--- src/rtl/despachador_nonces_pkg.sv ---
// Shared types and widths for the nonce dispatcher (despachador_nonces).
// The optional search timeout is controlled by DESPACHADOR_TIMEOUT_EN.
package despachador_pkg;

    localparam int ANCHO_NONCE  = 32;
    localparam int ANCHO_BOUNTY = 24;
    localparam int ANCHO_BLOQUE = 96;
    localparam int ANCHO_TARGET = 8;

    typedef enum logic [1:0] {
        IDLE      = 2'd0,
        ARRANQUE  = 2'd1,
        BUSQUEDA  = 2'd2,
        RESULTADO = 2'd3
    } estado_e;

    // Increment that sticks at all-ones instead of wrapping.
    function automatic logic [ANCHO_NONCE-1:0] sumar_sat(input logic [ANCHO_NONCE-1:0] a);
        return (a == {ANCHO_NONCE{1'b1}}) ? a : a + 1'b1;
    endfunction

endpackage

--- src/rtl/despachador_nonces_if.sv ---
// Bundle of job, result and hash-unit signals around the dispatcher.
// master = dispatcher side, slave = job source / result sink / hash unit side.
interface despachador_nonces_if #(
    parameter int NUM_BLOQUES_PARALELOS = 4
);
    // Both job_* and res_* are valid/ready: a transfer happens on a rising edge
    // where valid and ready are both 1; valid holds with stable payload until then.
    logic                                               job_valid;
    logic                                               job_ready;
    logic [despachador_pkg::ANCHO_BLOQUE-1:0]           job_bloque_datos;
    logic [despachador_pkg::ANCHO_TARGET-1:0]           job_target;
    logic [despachador_pkg::ANCHO_NONCE-1:0]            job_nonce_base;

    logic [despachador_pkg::ANCHO_BLOQUE-1:0]           bloque_datos;
    logic [despachador_pkg::ANCHO_TARGET-1:0]           target;
    logic [despachador_pkg::ANCHO_NONCE*NUM_BLOQUES_PARALELOS-1:0] nonce_iniciales;
    logic                                               inicio;
    logic [despachador_pkg::ANCHO_BOUNTY-1:0]           bounty_out;
    logic                                               terminado_out;

    logic                                               res_valid;
    logic                                               res_ready;
    logic [despachador_pkg::ANCHO_BOUNTY-1:0]           res_bounty;
    logic                                               res_timeout;
    logic [despachador_pkg::ANCHO_NONCE-1:0]            res_ciclos;

    logic [1:0]                                         estado_dbg;

    modport master (
        input  job_valid, job_bloque_datos, job_target, job_nonce_base,
        input  bounty_out, terminado_out, res_ready,
        output job_ready, bloque_datos, target, nonce_iniciales, inicio,
        output res_valid, res_bounty, res_timeout, res_ciclos, estado_dbg
    );

    modport slave (
        output job_valid, job_bloque_datos, job_target, job_nonce_base,
        output bounty_out, terminado_out, res_ready,
        input  job_ready, bloque_datos, target, nonce_iniciales, inicio,
        input  res_valid, res_bounty, res_timeout, res_ciclos, estado_dbg
    );

endinterface

--- src/rtl/despachador_nonces_contador_busqueda.sv ---
// Saturating search-cycle counter; the limit flag exists only when
// DESPACHADOR_TIMEOUT_EN is defined.
module contador_busqueda
    import despachador_pkg::*;
#(
    parameter int unsigned MAX_CICLOS = 1048576
) (
    input  logic                   clk,
    input  logic                   reset_n,
    input  logic                   clr_i,
    input  logic                   en_i,
    // Count including the current cycle, i.e. the value stored on this edge.
    output logic [ANCHO_NONCE-1:0] cuenta_o
`ifdef DESPACHADOR_TIMEOUT_EN
    ,
    output logic                   limite_alcanzado_o
`endif
);

    logic [ANCHO_NONCE-1:0] cuenta_q;

    assign cuenta_o = sumar_sat(cuenta_q);

    always_ff @(posedge clk or negedge reset_n) begin
        if (!reset_n) begin
            cuenta_q <= '0;
        end else if (clr_i) begin
            cuenta_q <= '0;
        end else if (en_i) begin
            cuenta_q <= cuenta_o;
        end
    end

`ifdef DESPACHADOR_TIMEOUT_EN
    localparam logic [ANCHO_NONCE-1:0] LIMITE = ANCHO_NONCE'(MAX_CICLOS);

    assign limite_alcanzado_o = en_i && (cuenta_o >= LIMITE);
`endif

endmodule

--- src/rtl/despachador_nonces.sv ---
// Job dispatcher in front of the parallel hash unit: splits the nonce space,
// runs one search, returns bounty and cycle count. Timeout: DESPACHADOR_TIMEOUT_EN.
module despachador_nonces
    import despachador_pkg::*;
#(
    parameter int          NUM_BLOQUES_PARALELOS = 4,
    parameter int unsigned MAX_CICLOS            = 1048576
) (
    input  logic                    clk,
    input  logic                    reset_n,
    despachador_nonces_if.master    bus
);

    localparam int ANCHO_NONCES = ANCHO_NONCE * NUM_BLOQUES_PARALELOS;

    if (MAX_CICLOS == 0) begin : g_max_ciclos_invalido
        $error("MAX_CICLOS must be at least 1");
    end

    estado_e                  estado_q, estado_d;
    logic [ANCHO_BLOQUE-1:0]  bloque_q;
    logic [ANCHO_TARGET-1:0]  target_q;
    logic [ANCHO_NONCES-1:0]  nonces_q, nonces_d;
    logic                     inicio_q;
    logic                     res_valid_q, res_valid_d;
    logic [ANCHO_BOUNTY-1:0]  res_bounty_q, res_bounty_d;
    logic [ANCHO_NONCE-1:0]   res_ciclos_q, res_ciclos_d;
    logic [ANCHO_NONCE-1:0]   cuenta;
    logic                     aceptar_job;
    logic                     fin_hash;
    logic                     fin_tiempo;

    assign aceptar_job = (estado_q == IDLE) && bus.job_valid;
    // terminado_out only counts in BUSQUEDA; during ARRANQUE it is stale.
    assign fin_hash    = (estado_q == BUSQUEDA) && bus.terminado_out;

`ifdef DESPACHADOR_TIMEOUT_EN
    logic limite_alcanzado;
    logic res_timeout_q, res_timeout_d;

    contador_busqueda #(
        .MAX_CICLOS         (MAX_CICLOS)
    ) u_contador (
        .clk                (clk),
        .reset_n            (reset_n),
        .clr_i              (estado_q != BUSQUEDA),
        .en_i               (estado_q == BUSQUEDA),
        .cuenta_o           (cuenta),
        .limite_alcanzado_o (limite_alcanzado)
    );

    // A hash found on the limit cycle takes precedence over the timeout.
    assign fin_tiempo = limite_alcanzado && !fin_hash;
`else
    contador_busqueda #(
        .MAX_CICLOS (MAX_CICLOS)
    ) u_contador (
        .clk        (clk),
        .reset_n    (reset_n),
        .clr_i      (estado_q != BUSQUEDA),
        .en_i       (estado_q == BUSQUEDA),
        .cuenta_o   (cuenta)
    );

    assign fin_tiempo = 1'b0;
`endif

    always_comb begin
        estado_d = estado_q;
        case (estado_q)
            IDLE:      if (aceptar_job) estado_d = ARRANQUE;
            ARRANQUE:  estado_d = BUSQUEDA;
            BUSQUEDA:  if (fin_hash || fin_tiempo) estado_d = RESULTADO;
            RESULTADO: if (bus.res_ready) estado_d = IDLE;
            default:   estado_d = IDLE;
        endcase
    end

    always_comb begin
        nonces_d = '0;
        for (int i = 0; i < NUM_BLOQUES_PARALELOS; i++) begin
            nonces_d[ANCHO_NONCE*i +: ANCHO_NONCE] = bus.job_nonce_base + ANCHO_NONCE'(i);
        end
    end

    always_comb begin
        res_valid_d  = res_valid_q;
        res_bounty_d = res_bounty_q;
        res_ciclos_d = res_ciclos_q;
`ifdef DESPACHADOR_TIMEOUT_EN
        res_timeout_d = res_timeout_q;
`endif
        if (fin_hash) begin
            res_valid_d  = 1'b1;
            res_bounty_d = bus.bounty_out;
            res_ciclos_d = cuenta;
`ifdef DESPACHADOR_TIMEOUT_EN
            res_timeout_d = 1'b0;
`endif
        end else if (fin_tiempo) begin
            res_valid_d  = 1'b1;
            res_bounty_d = '0;
            res_ciclos_d = cuenta;
`ifdef DESPACHADOR_TIMEOUT_EN
            res_timeout_d = 1'b1;
`endif
        end else if ((estado_q == RESULTADO) && bus.res_ready) begin
            res_valid_d = 1'b0;
        end
    end

    always_ff @(posedge clk or negedge reset_n) begin
        if (!reset_n) begin
            estado_q     <= IDLE;
            inicio_q     <= 1'b1;
            res_valid_q  <= 1'b0;
            res_bounty_q <= '0;
            res_ciclos_q <= '0;
        end else begin
            estado_q     <= estado_d;
            inicio_q     <= (estado_d != BUSQUEDA);
            res_valid_q  <= res_valid_d;
            res_bounty_q <= res_bounty_d;
            res_ciclos_q <= res_ciclos_d;
        end
    end

`ifdef DESPACHADOR_TIMEOUT_EN
    always_ff @(posedge clk or negedge reset_n) begin
        if (!reset_n) begin
            res_timeout_q <= 1'b0;
        end else begin
            res_timeout_q <= res_timeout_d;
        end
    end

    assign bus.res_timeout = res_timeout_q;
`else
    assign bus.res_timeout = 1'b0;
`endif

    // Hash-unit inputs keep the last job until a new one is accepted.
    always_ff @(posedge clk or negedge reset_n) begin
        if (!reset_n) begin
            bloque_q <= '0;
            target_q <= '0;
            nonces_q <= '0;
        end else if (aceptar_job) begin
            bloque_q <= bus.job_bloque_datos;
            target_q <= bus.job_target;
            nonces_q <= nonces_d;
        end
    end

    assign bus.job_ready       = (estado_q == IDLE);
    assign bus.bloque_datos    = bloque_q;
    assign bus.target          = target_q;
    assign bus.nonce_iniciales = nonces_q;
    assign bus.inicio          = inicio_q;
    assign bus.res_valid       = res_valid_q;
    assign bus.res_bounty      = res_bounty_q;
    assign bus.res_ciclos      = res_ciclos_q;
    assign bus.estado_dbg      = estado_q;

endmodule

--- src/flat_wrapper.sv ---
// flat-port wrapper written by rule: the top's interface ports become plain ports
module despachador_nonces_flat import despachador_pkg::*;
#(
    parameter int          NUM_BLOQUES_PARALELOS = 4,
    parameter int unsigned MAX_CICLOS            = 1048576
)
  (clk, reset_n, bus_job_valid, bus_job_bloque_datos, bus_job_target, bus_job_nonce_base, bus_bounty_out, bus_terminado_out, bus_res_ready, bus_job_ready, bus_bloque_datos, bus_target, bus_nonce_iniciales, bus_inicio, bus_res_valid, bus_res_bounty, bus_res_timeout, bus_res_ciclos, bus_estado_dbg);
  despachador_nonces_if #(.NUM_BLOQUES_PARALELOS(NUM_BLOQUES_PARALELOS)) bus_i ();
  input  logic clk;
  input  logic reset_n;
  input wire logic [$bits(bus_i.job_valid)-1:0] bus_job_valid;
  input wire logic [$bits(bus_i.job_bloque_datos)-1:0] bus_job_bloque_datos;
  input wire logic [$bits(bus_i.job_target)-1:0] bus_job_target;
  input wire logic [$bits(bus_i.job_nonce_base)-1:0] bus_job_nonce_base;
  input wire logic [$bits(bus_i.bounty_out)-1:0] bus_bounty_out;
  input wire logic [$bits(bus_i.terminado_out)-1:0] bus_terminado_out;
  input wire logic [$bits(bus_i.res_ready)-1:0] bus_res_ready;
  output wire logic [$bits(bus_i.job_ready)-1:0] bus_job_ready;
  output wire logic [$bits(bus_i.bloque_datos)-1:0] bus_bloque_datos;
  output wire logic [$bits(bus_i.target)-1:0] bus_target;
  output wire logic [$bits(bus_i.nonce_iniciales)-1:0] bus_nonce_iniciales;
  output wire logic [$bits(bus_i.inicio)-1:0] bus_inicio;
  output wire logic [$bits(bus_i.res_valid)-1:0] bus_res_valid;
  output wire logic [$bits(bus_i.res_bounty)-1:0] bus_res_bounty;
  output wire logic [$bits(bus_i.res_timeout)-1:0] bus_res_timeout;
  output wire logic [$bits(bus_i.res_ciclos)-1:0] bus_res_ciclos;
  output wire logic [$bits(bus_i.estado_dbg)-1:0] bus_estado_dbg;
  assign bus_i.job_valid = bus_job_valid;
  assign bus_i.job_bloque_datos = bus_job_bloque_datos;
  assign bus_i.job_target = bus_job_target;
  assign bus_i.job_nonce_base = bus_job_nonce_base;
  assign bus_i.bounty_out = bus_bounty_out;
  assign bus_i.terminado_out = bus_terminado_out;
  assign bus_i.res_ready = bus_res_ready;
  assign bus_job_ready = bus_i.job_ready;
  assign bus_bloque_datos = bus_i.bloque_datos;
  assign bus_target = bus_i.target;
  assign bus_nonce_iniciales = bus_i.nonce_iniciales;
  assign bus_inicio = bus_i.inicio;
  assign bus_res_valid = bus_i.res_valid;
  assign bus_res_bounty = bus_i.res_bounty;
  assign bus_res_timeout = bus_i.res_timeout;
  assign bus_res_ciclos = bus_i.res_ciclos;
  assign bus_estado_dbg = bus_i.estado_dbg;
  despachador_nonces #(.NUM_BLOQUES_PARALELOS(NUM_BLOQUES_PARALELOS), .MAX_CICLOS(MAX_CICLOS)) u_core (.clk(clk), .reset_n(reset_n), .bus(bus_i));
endmodule
--- config.mk ---
export PLATFORM = sky130hd
export DESIGN_NAME = despachador_nonces_flat
export DESIGN_NICKNAME = d
export VERILOG_FILES = /design/src/rtl/despachador_nonces_pkg.sv /design/src/rtl/despachador_nonces_if.sv /design/src/rtl/despachador_nonces_contador_busqueda.sv /design/src/rtl/despachador_nonces.sv /design/src/flat_wrapper.sv
export SDC_FILE = /design/constraint.sdc
export NUM_CORES = 1
export LEC_CHECK = 0
export BUFFER_PORTS_ARGS = -buffer_cell sky130_fd_sc_hd__buf_2
export CORE_ASPECT_RATIO = 0.8
export CORE_MARGIN = 10
export CORE_UTILIZATION = 57
export CTS_BUF_LIST = sky130_fd_sc_hd__clkbuf_2 sky130_fd_sc_hd__clkbuf_4 sky130_fd_sc_hd__clkbuf_8
export CTS_CLUSTER_DIAMETER = 40
export CTS_CLUSTER_SIZE = 16
export DETAILED_ROUTE_END_ITERATION = 8
export GPL_TIMING_DRIVEN = 0
export HOLD_SLACK_MARGIN = 0.12
export PLACE_DENSITY_LB_ADDON = 0.05
export SYNTH_ARGS = -nofsm -noshare
export SYNTH_HDL_FRONTEND = slang
export SYNTH_SLANG_ARGS = --single-unit
--- constraint.sdc ---
create_clock -name clk -period 4.3 [get_ports clk]
set_clock_uncertainty 0.05 [all_clocks]
set_input_delay 0.43 -clock clk [delete_from_list [all_inputs] [get_ports clk]]
set_output_delay 0.43 -clock clk [all_outputs]
set_load 0.01 [all_outputs]
==> run_results.csv <==
group,metric,value,unit
clock_tree,cts_tree,"built",
floorplan,core,24300,um^2
timing,setup_ws,1.41,ns
grt,grt_pass1_vias,14487,
placed_design,gp_congestion,0.960,
floorplan,num_io_pins,459,
synth,synth_fa_ha_area_share,0.444,%
power,p_leak,9.75,nW
synth,ys_top_cells_by_area,"dfrtp_1, nand2_1, xor2_1",
synth,synth-xor-area-share,6.71,%
setup_path,critPathArrivalTime,3.35,ns
setup_path,critical_path_buf_inv_count,3,
floorplan,start_util,57.9,%
synth,yosysWarnings,0,
grt,grtUsageTotal,34.9,%
floorplan,die_w,196,um
timing,rsz0062_at_grt,"no",
setup_path,cp-end-kind,"flop",
synth,yosys.area_share.simple,25.4,%
setup_path,crit_family,"buffers and inverters",
route,wirelength,56900,um
setup_path,crit_path_frequent_cell,"clkbuf_1",
synth,synth_edf_count,0,
clock_tree,post_cts_buffers,0,
synth,yosys.area.top_type_share,57.0,%
cells_and_area,drive_above_1_share,24.8,%
route,post_drt_via_cell_ratio,5.68,
floorplan,dieArea,31400,um^2
route,first_iter_violations,1544,
route,post_drt_wl_per_cell,22.5,um
run,maxCapViolCount,0,
synth,synthMuxAreaShare,0.213,%
clock_tree,htree_levels,2,
setup_path,cpPeakStageDelay,0.62,ns
synth,ys_seq_area_share,57.2,%
timing,setup_violations,0,
floorplan,die_height,161,um
synth,netlist-cell-type-count,44,
worst_hold_path,holdCritPathClass,"in -> reg",
cells_and_area,nets,2347,
power,ir_worst_vdd,460,uV
placed_design,pre_cts_ws,1.16,ns
timing,relSlewSlack,28.0,%
synth,ys_ff_latch,322,
synth,synth_nets,1735,
setup_path,worst_path_max_delay_cell,"clkbuf_1",
clock_tree,cts.sinks,322,
placed_design,dp_hpwl,38700,um
clock_tree,cts_made_buffers,39,
clock_tree,root_buffer,"clkbuf_8",
synth,avgSynthCellArea,9.00,um^2
synth,ys_async_sr_fraction,100,%
timing,fin_crit_sh,67.1,%
synth,netlist_area,14100,um^2
setup_path,worstPathCellList,"nor2_1 -> and2_1 -> clkbuf_1 -> clkbuf_1 -> clkbuf_1 -> nand2_1 -> nand2_1",
clock_tree,hold_buffers,135,
synth,synth_compound_area_share,6.57,%
route,drc,0,
clock_tree,cts.repair.resized,0,
synth,synth_most_common_cell,"nand2_1",
placed_design,io_buffers,434,
grt,grt_max_degree,115,
synth,synth_top_family_by_area,"simple AND/OR/NAND/NOR gates",
synth,yosys.area.top_type,"dfrtp_1",
route,vias,14386,
clock_tree,clock_latency,0.58,ns
cells_and_area,area_growth_syn_to_layout,35.0,%
power,power.density,629,nW/um^2
route,drt_first_pass_iters,6,
placed_design,numPlacedInstances,2319,
grt,gr-total-overflow,0,
grt,antenna_found_initial,4,
clock_tree,path_clk_slew,0.10,ns
timing,max_slew.worst_pin.slew,1.07,ns
synth,synthCells,1565,
grt,grt_pass1_wl,86600,um
setup_path,crit_required,4.77,ns
timing,final-max-slew-violation-count,0,
route,ant_nets,0,
cells_and_area,stdcell_count,2531,
timing,fin_crit,2.89,ns
timing,finalHoldViolations,0,
clock_tree,ctsLongestPathBuffers,3,
floorplan,num_rows,51,
setup_path,crit_fanout,10,
run_status,status,"finished clean",
synth,synthFlopType,"dfrtp_1",
synth,synthTopCellsByCount,"nand2_1, dfrtp_1, o21ai_0, clkbuf_1, xor2_1",
timing,fmaxAchievable,0.347,GHz
setup_path,criticalPathCategory,"reg -> reg",
setup_path,cp-start-kind,"flop",
cells_and_area,fill_cells,1651,
[tightest hold or removal path, delay by kind of cell]
family | cells | cell delay (ns)
AND/OR/NAND/NOR | 2 | 0.13
buffers and inverters | 1 | 0.17
[power breakdown]
| group | internal [W] | total [W] | switching (W) | leakage, nW |
|---|---|---|---|---|
| Clock | 0.00122 | 0.00257 | 0.00134 | 0.467 |
| Combinational | 0.00155 | 0.00449 | 0.00294 | 5.17 |
| Sequential | 0.00419 | 0.00491 | 0.000715 | 4.11 |
[routing by layer]
metal	routed length, um	share of wire [%]	up-vias	GRT usage, %
met5	0	0	-	0
met4	3540	6.2	0	19.6
met3	6560	12	243	11.4
met2	25900	46	1004	54.3
met1	20900	37	6837	42.2
li1	-	-	6302	-
[kinds of logic (layout without fill, tap and decap cells)]
logic type                 Yosys count  count (layout)
adders and majority gates            5               5
muxes                                3               3
AOI/OAI and AO/OA                  171             171
and+or+nand+nor                    842             842
buffers and inverters              114             756
other                                1               7
xor gates and xnor gates           107             107
DFF                                322             322
[sequential cells by signal (all words and copies together), names as in the netlist, 2 cells and up]
register	cells
u_core.bus.target	8
u_core.bus.bloque_datos	96
u_core.bus.nonce_iniciales	126
u_core.bus.res_bounty	24
u_core.bus.res_ciclos	32
u_core.bus.estado_dbg	2
u_core.u_contador.cuenta_q	32
[area by class of cell]
| class | instances | area [um^2] | area share (%) |
|---|---|---|---|
| diodes | 6 | 15.0 | 0.0790 |
| clock inverters | 26 | 320 | 1.68 |
| well taps | 318 | 398 | 2.09 |
| clock buffers | 45 | 613 | 3.22 |
| flip-flops and latches | 322 | 8060 | 42.4 |
| repair buffers | 571 | 3590 | 18.9 |
| plain buffers | 104 | 442 | 2.32 |
| multi-input cells | 1129 | 5540 | 29.2 |
| inverters | 10 | 37.5 | 0.197 |
[cells in the final DEF (no fill, tap or decap), types with 4 or more instances in the layout]
| master | instances |
|---|---|
| xor2_1 | 67 |
| a21oi_1 | 15 |
| nor3_1 | 14 |
| clkbuf_8 | 44 |
| inv_8 | 4 |
| inv_6 | 7 |
| ha_1 | 5 |
| dlygate4sd3_1 | 135 |
| buf_2 | 447 |
| nor4_1 | 11 |
| or4_1 | 7 |
| o21ai_0 | 112 |
| buf_4 | 5 |
| nor4_2 | 6 |
| xnor2_1 | 39 |
| o21ai_1 | 16 |
| nor2_1 | 56 |
| nand3_1 | 31 |
| diode_2 | 6 |
| buf_1 | 4 |
| nand4_1 | 30 |
| dfrtp_1 | 321 |
| inv_1 | 10 |
| nand4_2 | 6 |
| and4_1 | 7 |
| o211ai_1 | 5 |
| nand2_1 | 645 |
| clkinv_8 | 4 |
| or3_1 | 10 |
| and3_1 | 9 |
| a31oi_1 | 11 |
| clkbuf_1 | 79 |
[through the flow]
stage	util (%)	hold slack (ns)	total power, W	instance area (um^2)	TNS, ns
after floorplan	-	0.0844	0.00685	14100	0
after global placement	68.5	0.402	0.00896	16700	-1045.45
after detailed placement	68.8	0.407	0.00910	16700	0
after CTS	78.2	0.120	0.0117	19000	0
after global routing	78.2	0.128	0.0126	19000	0
final	78.2	0.139	0.0120	19000	0
[worst paths after layout]
kind / startpoint / end / slack (ns) / cells past startpoint
worst max-delay path: u_core.bus.estado_dbg[1] / u_core.bus.target[0] / 1.41 / 7
worst min-delay path: bus_job_nonce_base[17] / u_core.bus.nonce_iniciales[17] / 0.14 / 3
worst max register to register: u_core.bus.estado_dbg[1] / u_core.bus.target[0] / 1.41 / 7
worst min register to register: u_core.bus.res_bounty[16] / u_core.bus.res_bounty[16] / 0.42 / 2
max in group asynchronous: reset_n / u_core.bus.res_ciclos[6] / 2.30 / 4
min in group asynchronous: reset_n / u_core.bus.nonce_iniciales[28] / 0.43 / 2
No activity file was read; power rests on OpenSTA's default activity.
